--- src/rtl/phase_sequencer.sv ---
// phase_sequencer: four-phase (FETCH/DECODE/EXECUTE/WRITEBACK) instruction sequencer
//   with start/HALT control and retired-instruction and running-cycle counters.
// Ports:
//   clock_i          system clock, rising edge
//   control_reset_i  asynchronous active-low reset
//   start_i          start request, honoured only while stopped
//   instr_i          instruction word, opcode in [15:12]
//   mem_ready_i      completes the current fetch or LOAD/STORE access
//   LT_flag_i        ALU less-than flag, used by BLT in EXECUTE
//   state_o          current phase: 0 FETCH, 1 DECODE, 2 EXECUTE, 3 WRITEBACK
//   opcode_o         opcode latched at fetch completion
//   mem_req_o        memory access request
//   PC_EN_o          PC increment strobe, high in the cycle a fetch completes
//   pc_load_o        branch-target load strobe for a taken BLT
//   running_o        high while executing instructions
//   instr_count_o    retired instruction count (wraps)
//   cycle_count_o    running cycle count (wraps)
module phase_sequencer (
  input  logic        clock_i,
  input  logic        control_reset_i,
  input  logic        start_i,
  input  logic [15:0] instr_i,
  input  logic        mem_ready_i,
  input  logic        LT_flag_i,
  output logic [1:0]  state_o,
  output logic [3:0]  opcode_o,
  output logic        mem_req_o,
  output logic        PC_EN_o,
  output logic        pc_load_o,
  output logic        running_o,
  output logic [15:0] instr_count_o,
  output logic [15:0] cycle_count_o
);
  typedef enum logic [1:0] {
    FETCH     = 2'd0,
    DECODE    = 2'd1,
    EXECUTE   = 2'd2,
    WRITEBACK = 2'd3
  } phase_e;
  localparam logic [3:0] OP_HALT  = 4'hF;
  localparam logic [3:0] OP_LOAD  = 4'h4;
  localparam logic [3:0] OP_STORE = 4'h5;
  localparam logic [3:0] OP_BLT   = 4'h6;
  phase_e      state_q, state_d;
  logic [3:0]  opcode_q, opcode_d;
  logic        running_q, running_d;
  logic [15:0] instr_count_q, instr_count_d;
  logic [15:0] cycle_count_q, cycle_count_d;
  logic        is_mem;
  logic        unused_instr_bits;
  assign unused_instr_bits = ^instr_i[11:0];
  assign is_mem = (opcode_q == OP_LOAD) || (opcode_q == OP_STORE);
  always_ff @(posedge clock_i or negedge control_reset_i) begin
    if (!control_reset_i) begin
      state_q       <= FETCH;
      opcode_q      <= 4'h0;
      running_q     <= 1'b0;
      instr_count_q <= 16'h0000;
      cycle_count_q <= 16'h0000;
    end else begin
      state_q       <= state_d;
      opcode_q      <= opcode_d;
      running_q     <= running_d;
      instr_count_q <= instr_count_d;
      cycle_count_q <= cycle_count_d;
    end
  end
  // Start is only looked at while stopped, so a start coinciding with a HALT
  // decode is dropped and a fresh start is needed afterwards.
  always_comb begin
    state_d       = state_q;
    opcode_d      = opcode_q;
    running_d     = running_q;
    instr_count_d = instr_count_q;
    cycle_count_d = cycle_count_q + {15'd0, running_q};
    if (!running_q) begin
      state_d   = FETCH;
      running_d = start_i;
    end else begin
      case (state_q)
        FETCH: begin
          if (mem_ready_i) begin
            opcode_d = instr_i[15:12];
            state_d  = DECODE;
          end
        end
        DECODE: begin
          running_d = (opcode_q != OP_HALT);
          state_d   = (opcode_q == OP_HALT) ? FETCH : EXECUTE;
        end
        EXECUTE: state_d = (!is_mem || mem_ready_i) ? WRITEBACK : EXECUTE;
        WRITEBACK: begin
          instr_count_d = instr_count_q + 16'd1;
          state_d       = FETCH;
        end
        default: state_d = FETCH;
      endcase
    end
  end
  assign state_o       = state_q;
  assign opcode_o      = opcode_q;
  assign running_o     = running_q;
  assign instr_count_o = instr_count_q;
  assign cycle_count_o = cycle_count_q;
  assign mem_req_o     = running_q && ((state_q == FETCH) || ((state_q == EXECUTE) && is_mem));
  assign PC_EN_o       = running_q && (state_q == FETCH) && mem_ready_i;
  assign pc_load_o     = running_q && (state_q == EXECUTE) && (opcode_q == OP_BLT) && LT_flag_i;
endmodule

--- config.mk ---
export PLATFORM = sky130hd
export DESIGN_NAME = phase_sequencer
export DESIGN_NICKNAME = d
export VERILOG_FILES = /design/src/rtl/phase_sequencer.sv
export SDC_FILE = /design/constraint.sdc
export NUM_CORES = 1
export LEC_CHECK = 0
export ABC_AREA = 1
export BUFFER_PORTS_ARGS = -buffer_cell sky130_fd_sc_hd__buf_4
export CAP_MARGIN = 20
export CORE_UTILIZATION = 36
export CTS_CLUSTER_DIAMETER = 30
export CTS_CLUSTER_SIZE = 16
export DETAILED_ROUTE_END_ITERATION = 6
export GPL_TIMING_DRIVEN = 0
export PLACE_DENSITY_LB_ADDON = 0.08
export SYNTH_ARGS = -nofsm -noshare
export SYNTH_HDL_FRONTEND = slang
export SYNTH_SLANG_ARGS = --single-unit
export TNS_END_PERCENT = 30
--- constraint.sdc ---
create_clock -name clock_i -period 2.1 [get_ports clock_i]
set_input_delay 0.315 -clock clock_i [delete_from_list [all_inputs] [get_ports clock_i]]
set_output_delay 0.315 -clock clock_i [all_outputs]
set_load 0.005 [all_outputs]
== Word level (Yosys, flattened, before mapping) ==
Index checks and enable logic that the tools add are counted.
Word-level totals
  flip-flop bits (word level): 39
  input port bits: 21
Operators by class
  $add $sub $neg: 2
  eq/ne operators: 9
  muxes and demuxes: 7
  reductions and logical operators: 14
Operators with widths (number)
  16-bit by 1-bit adder with 16-bit output: 1
  16-bit by 1-bit adder with 16-bit output, second input constant: 1
  4-bit by 3-bit == test with 1-bit output, second input constant: 3
  2-bit one-hot mux with 4 select lines: 1
  1-bit logical AND: 7
  2-bit 2-to-1 mux: 3
  2-bit == test, second input constant: 2
  4-bit == test, second input constant: 1
  4-bit != test, second input constant: 1
  1-bit logical OR: 3
  1-bit 2-to-1 mux: 3
  3-bit != test, second input constant: 1
  3-bit AND reduction: 1
  2-bit by 1-bit == test with 1-bit output, second input constant: 1
  2-bit zero test: 1
  2-bit AND reduction: 1
  1-bit zero test: 1

== Logic depth before layout (Yosys ltp) ==
Gate-level depths: netlist of run 1.
  depth after elaboration: 7
  depth in mapped cells: 8

== Worst setup path before layout of run 1 ==
No wires, ideal clock.
  path type: reg2reg
  start: reg running_q (netlist: running_o)
  end: reg cycle_count_q[12] (netlist: cycle_count_o[12])
  setup time: 123 ps
  arrival time: 1417 ps
  required time: 1977 ps
  setup slack: 560 ps
  stages on the path, launching flop included: 8
  path buffers: 0
  cells stage by stage: dfrtp_1 ha_1 ha_1 nand2_1 nor3_2 nand2_1 o21ai_0 nand2_1
Between the ends
  longest elaborated chain between the ends: 1
RTL lines
  start: declaration: line 46  | logic running_q, running_d;
  start signal: assignment: line 63  | running_q <= running_d;
  16-bit by 1-bit adder with 16-bit output: line 75  | cycle_count_d = cycle_count_q + {15'd0, running_q};
  net cycle_count_d[12]: line 48  | logic [15:0] cycle_count_q, cycle_count_d;
  end signal: assignment: line 65  | cycle_count_q <= cycle_count_d;
  end: declaration: line 48
The timed path passes the listed nets, and every way through them passes these cells.
A chain may end at the register's enable or synchronous reset.

== Final worst setup path of run 1 ==
Ends and elaborated chain as after synthesis.

==> results of run 1 <==
[power breakdown]
part           leakage (nW)  internal, mW  switching (mW)
Combinational         0.638         0.385           0.367
Sequential            0.509         0.925           0.194
Clock                0.0470         0.258           0.248
[flip-flops by register name (all words and copies together), names as in the netlist]
register       flops
cycle_count_o     16
instr_count_o     16
state_o            2
running_o          1
opcode_o           4
[cell usage after synthesis]
library cell	count
sky130_fd_sc_hd__ha_1	3
sky130_fd_sc_hd__nand4_1	2
sky130_fd_sc_hd__dfrtp_1	39
sky130_fd_sc_hd__nor2_2	1
sky130_fd_sc_hd__nor3_1	5
sky130_fd_sc_hd__o21ai_0	7
sky130_fd_sc_hd__nand3_1	14
sky130_fd_sc_hd__nand2_1	51
sky130_fd_sc_hd__xnor2_1	8
sky130_fd_sc_hd__nor3_2	1
sky130_fd_sc_hd__inv_1	26
sky130_fd_sc_hd__a21oi_1	3
sky130_fd_sc_hd__nand2_2	1
sky130_fd_sc_hd__xor2_1	15
sky130_fd_sc_hd__nor2_1	24
sky130_fd_sc_hd__nor4_1	2
sky130_fd_sc_hd__nand2_4	1
sky130_fd_sc_hd__nand3b_1	2
sky130_fd_sc_hd__nand3_4	1
sky130_fd_sc_hd__nor2_4	3
sky130_fd_sc_hd__clkinv_1	1
[final cells by class]
cell class,count,area [µm²]
Multi-Input combinational cell,144,790.8
Tap cell,67,83.83
Sequential cell,39,975.9
Clock buffer,6,82.58
Fill cell,486,2434
Timing Repair Buffer,50,375.4
Clock inverter,1,5.005
Inverter,27,101.3
[layout by cell type (no fill, tap or decap), types with 2 or more instances in the layout]
| cell | Yosys | routed |
|---|---|---|
| sky130_fd_sc_hd__a21oi_1 | 3 | 3 |
| sky130_fd_sc_hd__buf_4 | 0 | 50 |
| sky130_fd_sc_hd__clkbuf_8 | 0 | 6 |
| sky130_fd_sc_hd__dfrtp_1 | 39 | 39 |
| sky130_fd_sc_hd__ha_1 | 3 | 3 |
| sky130_fd_sc_hd__inv_1 | 26 | 26 |
| sky130_fd_sc_hd__nand2_1 | 51 | 51 |
| sky130_fd_sc_hd__nand3_1 | 14 | 14 |
| sky130_fd_sc_hd__nand3b_1 | 2 | 2 |
| sky130_fd_sc_hd__nand4_1 | 2 | 2 |
| sky130_fd_sc_hd__nor2_1 | 24 | 24 |
| sky130_fd_sc_hd__nor2_4 | 3 | 3 |
| sky130_fd_sc_hd__nor3_1 | 5 | 5 |
| sky130_fd_sc_hd__nor4_1 | 2 | 2 |
| sky130_fd_sc_hd__o21ai_0 | 7 | 7 |
| sky130_fd_sc_hd__xnor2_1 | 8 | 8 |
| sky130_fd_sc_hd__xor2_1 | 15 | 15 |
[critical path: stages (launching register included)]
cell,delay [ns]
sky130_fd_sc_hd__dfrtp_1,0.49
sky130_fd_sc_hd__ha_1,0.23
sky130_fd_sc_hd__ha_1,0.18
sky130_fd_sc_hd__nand2_1,0.09
sky130_fd_sc_hd__nor3_2,0.28
sky130_fd_sc_hd__nand2_1,0.16
sky130_fd_sc_hd__o21ai_0,0.17
sky130_fd_sc_hd__nand2_1,0.06
[metrics by stage]
step	setup slack [ns]	hold slack (ns)	power, mW
2_1_floorplan	0.5601	0.01941	1.478
3_3_place_gp	0.3089	0.3253	1.892
3_5_place_dp	0.3184	0.3225	1.896
4_1_cts	0.3052	0.005026	2.411
5_1_grt	0.2113	0.02616	2.556
6_report	0.3376	-0.01942	2.377
[path summary, 6_finish.rpt]
kind | cells past startpoint | startpoint | endpoint | slack [ns]
min in group clock_i | 3 | instr_i[13] | opcode_o[1] | 0.23
max in group asynchronous | 1 | control_reset_i | instr_count_o[0] | 1.77
max | 7 | running_o | cycle_count_o[12] | 0.34
min reg2reg | 1 | cycle_count_o[0] | cycle_count_o[0] | 0.50
max reg2reg | 7 | running_o | cycle_count_o[12] | 0.34
min | 1 | control_reset_i | cycle_count_o[11] | -0.02
[cell families (layout without fill, tap and decap cells)]
family                   after synthesis  count (layout)  share of synthesized area [%]
XOR/XNOR                              23              23                          10.78
AO/OA/AOI/OAI                         10              10                          2.679
flip-flops                            39              39                          52.24
AND/OR/NAND/NOR                      108             108                          26.86
adder cells (fa/ha/maj)                3               3                          2.010
buffers and inverters                 27              84                          5.425
[routing by layer]
layer,up-vias,GRT usage (%),wire length [µm]
met5,-,0,0
met4,0,5.769,51
met3,6,4.878,225
met2,39,21.11,1513
met1,676,20.29,1839
li1,773,-,-
==> insert_results.sql, run 1 <==
INSERT INTO impl_metrics (metric_group, metric, value, unit) VALUES
('timing', 'timing.slew.headroom', '67.40', '%'),
('timing', 'achievable-frequency', '567.4', 'MHz'),
('floorplan', 'die_x', '74.04', 'µm'),
('worst_hold_path', 'worstHoldPathType', 'input port to asynchronous set/reset pin', ''),
('place', 'globalplace.congestion', '0.7073', ''),
('floorplan', 'floorplan.die.height', '74.04', 'µm'),
('timing', 'rsz0062_at_grt', 'no', ''),
('clock_network', 'cts_tree', 'built', ''),
('timing', 'period_share', '83.92', '%'),
('detailed_routing', 'via_count', '1494', ''),
('timing', 'report.final.hold_viol_count', '28', ''),
('outcome', 'status', 'complete, but fails checks', ''),
('detailed_routing', 'starting_drt_drc_count', '97', ''),
('floorplan', 'io-pin-count', '63', ''),
('final_layout', 'antennaDiodeCount', '0', ''),
('synthesis', 'yosys_register_bits', '39', ''),
('setup_path', 'timing.critical_path.arrival', '1.94', 'ns'),
('global_route', 'grt_pass1_wl', '6.065', 'mm'),
('clock_network', 'cts_hold_buf', '0', ''),
('floorplan', 'initial_utilization', '38.53', '%'),
('synthesis', 'syn-instance-count', '210', ''),
('global_route', 'grt-ovfl-total', '0', ''),
('detailed_routing', 'post_drt_antenna_nets', '0', ''),
('final_layout', 'final_core_utilization', '49.81', '%'),
('clock_network', 'cts-root-buf', 'sky130_fd_sc_hd__clkbuf_8', ''),
('setup_path', 'timing_worst_setup_path_type', 'flop to flop', ''),
('final_layout', 'design.final.nets', '291', ''),
('place', 'dpl.hpwl', '2.753', 'mm'),
('timing', 'timing.setup.tns', '0', 'ns'),
('synthesis', 'synth.distinct_cells', '21', ''),
('place', 'io_buffer_count', '50', ''),
('setup_path', 'crit_required', '2.28', 'ns'),
('setup_path', 'critPathLaunchType', 'flop', ''),
('clock_network', 'cts_setup_buffers', '0', ''),
('final_layout', 'layout.cells.non_filler', '334', ''),
('synthesis', 'yosysTopAreaCell', 'sky130_fd_sc_hd__dfrtp_1', ''),
('power_and_ir_drop', 'cellPowerDensity', '984.4', 'nW/µm²'),
('final_layout', 'final_design_area_excluding_fillers', '2415', 'µm²'),
('synthesis', 'share_of_the_synthesized_area_in_the_top_cell_type', '52.24', '%'),
('detailed_routing', 'route.detailed.drc', '0', ''),
('setup_path', 'crit_fanout', '6', ''),
('power_and_ir_drop', 'ir_drop', '0.4857', 'mV'),
('floorplan', 'number_of_cell_rows', '25', ''),
('global_route', 'number_of_global_route_vias_before_repair', '1360', ''),
('global_route', 'grt_start_max_net_pins', '40', ''),
('detailed_routing', 'via_per_inst', '4.473', ''),
('synthesis', 'syn-mean-instance-area', '8.895', 'µm²'),
('timing', 'final.hold.worst_slack', '-0.01942', 'ns'),
('clock_network', 'clock_sinks', '39', ''),
('floorplan', 'dieArea', '5481', 'µm²'),
('floorplan', 'coreArea', '4848', 'µm²'),
('global_route', 'number_of_antenna_violations_at_the_first_check_in_global_routing', '0', ''),
('timing', 'timing.clock.skew', '0.006071', 'ns'),
('detailed_routing', 'detail_route.wirelength', '3.629', 'mm'),
('place', 'postPlaceCellArea', '2327', 'µm²'),
('detailed_routing', 'route.detailed.wl_per_inst', '10.87', 'µm'),
('synthesis', 'synthesis.nets', '234', ''),
('clock_network', 'worstSkewPairLatency', '0.29', 'ns'),
('flow_run', 'maxCapViolCount', '0', ''),
('clock_network', 'clk_path_buf_depth', '2', ''),
('global_route', 'total_global_route_track_usage', '14.66', '%'),
('timing', 'finalMaxSlewViolations', '0', ''),
('final_layout', 'drive_gt1_share', '24.34', '%'),
('timing', 'final-setup-viol-count', '0', ''),
('clock_network', 'cts.clk_slew.worst_paths', '0.08', 'ns'),
('clock_network', 'numCtsBuffers', '5', ''),
('final_layout', 'area_growth', '29.27', '%'),
('outcome', 'failing_checks', 'negative hold slack', ''),
('detailed_routing', 'detail_route.first_pass.iterations', '4', ''),
('power_and_ir_drop', 'leakagePower', '1.194', 'nW'),
('setup_path', 'cp-end-kind', 'flop', ''),
('synthesis', 'mappedNetlistArea', '1868', 'µm²'),
('clock_network', 'cts_repair_resize_count', '0', ''),
('synthesis', 'synth_seq_area_share', '52.24', '%'),
('timing', 'worstMarginPinSlew', '0.4890', 'ns'),
('place', 'placedCellCount', '327', ''),
('synthesis', 'ys_top_cells_by_area', 'sky130_fd_sc_hd__dfrtp_1 52%, sky130_fd_sc_hd__nand2_1 10%, sky130_fd_sc_hd__xor2_1 7.0%', ''),
('timing', 'final.min_clock_period', '1.762', 'ns'),
('clock_network', 'cts_max_level', '2', ''),
('synthesis', 'yosysWarningCount', '0', '');
Power figures use the tool's default switching activity.
==> run 2, diff against run 1 <==
- ABC_AREA: 1 -> 0
- clock period: 2.1 -> 1.7 ns (I/O delays scaled with it)
==> run 2 against run 1 <==
Net effect: the flow finishes with violations (design-rule violations); die area shrank 8.7%; sequential cell count is the same; clock-buffer cell count grew 2; via count shrank 18%; global-route usage grew 0.20 points; clock skew grew 0.0012 ns; cell area shrank 5.9%; critical endpoint is now PC_EN_o; largest power group unchanged.
==> insert_results.sql, run 2 <==
INSERT INTO impl_metrics (metric_group, metric, value, unit) VALUES
('global_route', 'number_of_antenna_violations_at_the_first_check_in_global_routing', '0', ''),
('setup_path', 'worstPathBufferInverterCount', '1', ''),
('global_route', 'global_route.usage.met1', '17.91', '%'),
('synthesis', 'mappedNetlistArea', '1700', 'µm²'),
('synthesis', 'synth_seq_area_share', '57.40', '%'),
('synthesis', 'syn-mean-instance-area', '12.15', 'µm²'),
('timing', 'final_ws_setup', '0.06784', 'ns'),
('timing', 'final.min_clock_period', '1.632', 'ns'),
('setup_path', 'crit_required', '1.44', 'ns'),
('synthesis', 'synth_async_sr_flop_share', '100.0', '%'),
('floorplan', 'dieArea', '5002', 'µm²'),
('clock_network', 'clk_path_buf_depth', '2', ''),
('detailed_routing', 'post_drt_antenna_nets', '0', ''),
('timing', 'finalMaxSlewViolations', '0', ''),
('timing', 'timing.slew.headroom', '67.70', '%'),
('synthesis', 'post-synth-top-count-cell', 'sky130_fd_sc_hd__dfrtp_1', ''),
('final_layout', 'design.final.nets', '221', ''),
('synthesis', 'share_of_the_synthesized_area_in_the_top_cell_type', '57.40', '%'),
('setup_path', 'worst_path_max_delay_cell', 'sky130_fd_sc_hd__dfrtp_1', ''),
('clock_network', 'cts-root-buf', 'sky130_fd_sc_hd__clkbuf_8', ''),
('outcome', 'status', 'complete, but fails checks', ''),
('floorplan', 'initial_utilization', '38.26', '%'),
('timing', 'report.final.hold_viol_count', '0', ''),
('worst_hold_path', 'worstHoldPathType', 'input port to flop', ''),
('floorplan', 'number_of_cell_rows', '24', ''),
('detailed_routing', 'starting_drt_drc_count', '42', ''),
('final_layout', 'area_growth', '33.63', '%'),
('timing', 'period_share', '96.01', '%'),
('timing', 'rsz0062_at_grt', 'yes', ''),
('timing', 'timing.clock.skew', '0.007232', 'ns'),
('global_route', 'grt_start_max_net_pins', '40', ''),
('synthesis', 'syn-instance-count', '140', ''),
('outcome', 'failing_checks', 'design-rule violations', ''),
('power_and_ir_drop', 'ir_drop', '0.7239', 'mV'),
('synthesis', 'synth-edff-count', '0', ''),
('synthesis', 'synth_top_family_by_area', 'simple AND/OR/NAND/NOR gates', ''),
('setup_path', 'timing.critical_path.arrival', '1.38', 'ns'),
('final_layout', 'final_common_cell', 'sky130_fd_sc_hd__buf_4', ''),
('setup_path', 'critical_path_cell_count', '3', ''),
('detailed_routing', 'route.detailed.drc', '8', ''),
('floorplan', 'floorplan.die.height', '70.73', 'µm'),
('detailed_routing', 'detail_route.first_pass.iterations', '6', ''),
('place', 'postPlaceCellArea', '2141', 'µm²'),
('final_layout', 'drive_gt1_share', '36.36', '%'),
('floorplan', 'die_x', '70.73', 'µm'),
('synthesis', 'yosys_register_bits', '39', ''),
('global_route', 'total_global_route_track_usage', '14.86', '%'),
('final_layout', 'final_design_area_excluding_fillers', '2272', 'µm²'),
('synthesis', 'synth-compound-area-share', '1.325', '%'),
('detailed_routing', 'via_per_inst', '4.928', ''),
('floorplan', 'io-pin-count', '63', ''),
('power_and_ir_drop', 'total_power', '3.162', 'mW'),
('clock_network', 'cts.clk_slew.worst_paths', '0.07', 'ns'),
('final_layout', 'antennaDiodeCount', '0', ''),
('clock_network', 'cts_max_level', '2', ''),
('clock_network', 'numCtsBuffers', '5', ''),
('setup_path', 'crit_family', 'simple AND/OR/NAND/NOR gates', ''),
('clock_network', 'clock_sinks', '39', ''),
('setup_path', 'cp-end-kind', 'primary output', ''),
('place', 'io_buffer_count', '50', ''),
('global_route', 'number_of_global_route_vias_before_repair', '1248', ''),
('global_route', 'met3_usage', '5.413', '%'),
('synthesis', 'dominant_register_cell_in_the_synthesized_netlist', 'sky130_fd_sc_hd__dfrtp_1', ''),
('setup_path', 'worst-r2r-cell-count', '5', ''),
('synthesis', 'synth_simple_gate_area_share', '19.50', '%'),
('synthesis', 'synthMuxAreaShare', '3.900', '%'),
('detailed_routing', 'route.detailed.wl_per_inst', '13.47', 'µm'),
('place', 'dpl.hpwl', '2.428', 'mm'),
('floorplan', 'coreArea', '4444', 'µm²'),
('worst_hold_path', 'worst_hold_path.num_cells', '2', ''),
('setup_path', 'crit_fanout', '7', ''),
('global_route', 'grt-ovfl-total', '0', ''),
('setup_path', 'critical_path_cell_list', 'nand2b_4 > nor3b_4 > buf_4', ''),
('synthesis', 'yosysTopAreaCell', 'sky130_fd_sc_hd__dfrtp_1', ''),
('global_route', 'grt_use_met2', '24.57', '%'),
('final_layout', 'layout_common_cells', '50 x sky130_fd_sc_hd__buf_4, 38 x sky130_fd_sc_hd__dfrtp_1, 19 x sky130_fd_sc_hd__xnor2_1', ''),
('timing', 'achievable-frequency', '612.7', 'MHz'),
('global_route', 'globalRoute.busiestLayer', 'met2', ''),
('synthesis', 'ys_top_cells_by_area', 'sky130_fd_sc_hd__dfrtp_1 57%, sky130_fd_sc_hd__xnor2_1 9.8%, sky130_fd_sc_hd__xor2_1 5.2%', ''),
('clock_network', 'cts_tree', 'built', ''),
('timing', 'worstMarginPinSlew', '0.4845', 'ns'),
('place', 'globalplace.congestion', '0.7332', ''),
('flow_run', 'maxCapViolCount', '0', ''),
('clock_network', 'worstSkewPairLatency', '0.29', 'ns'),
('final_layout', 'num-fill-cells', '414', ''),
('synthesis', 'yosys.area_share.xor_xnor', '14.94', '%'),
('setup_path', 'timing_worst_setup_path_type', 'flop to primary output', ''),
('global_route', 'grt_pass1_wl', '5.747', 'mm'),
('power_and_ir_drop', 'leakagePower', '1.128', 'nW'),
('synthesis', 'synth.distinct_cells', '27', ''),
('place', 'dp_slack', '-0.1181', 'ns'),
('detailed_routing', 'via_count', '1232', ''),
('synthesis', 'synth.cells.most_frequent', '39 x sky130_fd_sc_hd__dfrtp_1, 19 x sky130_fd_sc_hd__xnor2_1, 16 x sky130_fd_sc_hd__nand3_1, 10 x sky130_fd_sc_hd__xor2_1, 9 x sky130_fd_sc_hd__nand2_1', ''),
('timing', 'final-setup-viol-count', '0', ''),
('synthesis', 'post_synth_adder_cell_area', '2.208', '%'),
('synthesis', 'synthesis.nets', '164', ''),
('power_and_ir_drop', 'cellPowerDensity', '1392', 'nW/µm²'),
('setup_path', 'critPathLaunchType', 'flop', ''),
('synthesis', 'yosysWarningCount', '0', ''),
('detailed_routing', 'detail_route.wirelength', '3.367', 'mm'),
('setup_path', 'critical_path.max_stage_delay', '0.45', 'ns');
## run 2: cell types whose count changed in the layout (fill, tap and decap cells not counted), sizes merged, moves of 7 or more
cell and change:
nand2 -44, inv -25, nor2 -22, xnor2 +11
and3 +7, o21ai -7
## run 2: routing by layer
metal  vias to the layer above  share of wire [%]
li1                        592                  -
met1                       609                 44
met2                        26                 51
met3                         5                4.2
met4                         0               0.95
met5                         -                  0
## run 2: logic make-up after synthesis
| family | Yosys count |
|---|---|
| AOI/OAI and AO/OA | 3 |
| and+or+nand+nor | 57 |
| adders and majority gates | 3 |
| buffers and inverters | 3 |
| xor gates and xnor gates | 29 |
| muxes | 6 |
| DFF | 39 |
## run 2: worst paths after layout
path | startpoint | endpoint | slack [ns]
worst max-delay path | state_o[0] | PC_EN_o | 0.07
worst min-delay path | instr_i[12] | opcode_o[0] | 0.21
worst max register to register | running_o | cycle_count_o[14] | 0.14
worst min register to register | cycle_count_o[15] | cycle_count_o[15] | 0.48
max in group asynchronous | control_reset_i | running_o | 0.87
min in group asynchronous | control_reset_i | instr_count_o[2] | 0.47
## run 2: report_power, final
group | total [mW] | internal (mW) | switching [mW] | leakage (nW)
Clock | 0.673 | 0.370 | 0.303 | 0.0515
Combinational | 1.05 | 0.627 | 0.427 | 0.573
Sequential | 1.44 | 1.16 | 0.275 | 0.504
Total | 3.16 | 2.16 | 1.00 | 1.13
## run 2: through the flow
| stage | utilization (%) | instances | setup TNS, ns | hold WS [ns] |
|---|---|---|---|---|
| 2_1_floorplan | - | 140 | 0 | -0.04059 |
| 3_5_place_dp | 48.17 | 242 | -0.4495 | 0.2547 |
| 4_1_cts | 50.90 | 250 | 0 | 0.1904 |
| 6_report | 51.13 | 250 | 0 | 0.2081 |
| 3_3_place_gp | 48.17 | 242 | -0.3941 | 0.2485 |
| 5_1_grt | 51.13 | 250 | -0.01385 | 0.1898 |
## run 2: timing repair
item / CTS / global route
endpoints found under the setup margin: 5 / 13
hold buffers: 1 / 0
gates resized for setup: 3 / 3
buffers inserted: 0 / 0
pin swaps: 1 / 1
endpoints found under the hold margin: 39 / 0
## run 2: area by class of cell
cell class              count  area [µm²]  area share, %
plain buffers               1       5.005         0.2203
clock buffers               8       100.1          4.405
inverters                   1       3.754         0.1652
multi-input cells          98       735.7          32.38
flip-flops and latches     39       977.2          43.01
well taps                  52       65.06          2.863
repair buffers             51       385.4          16.96
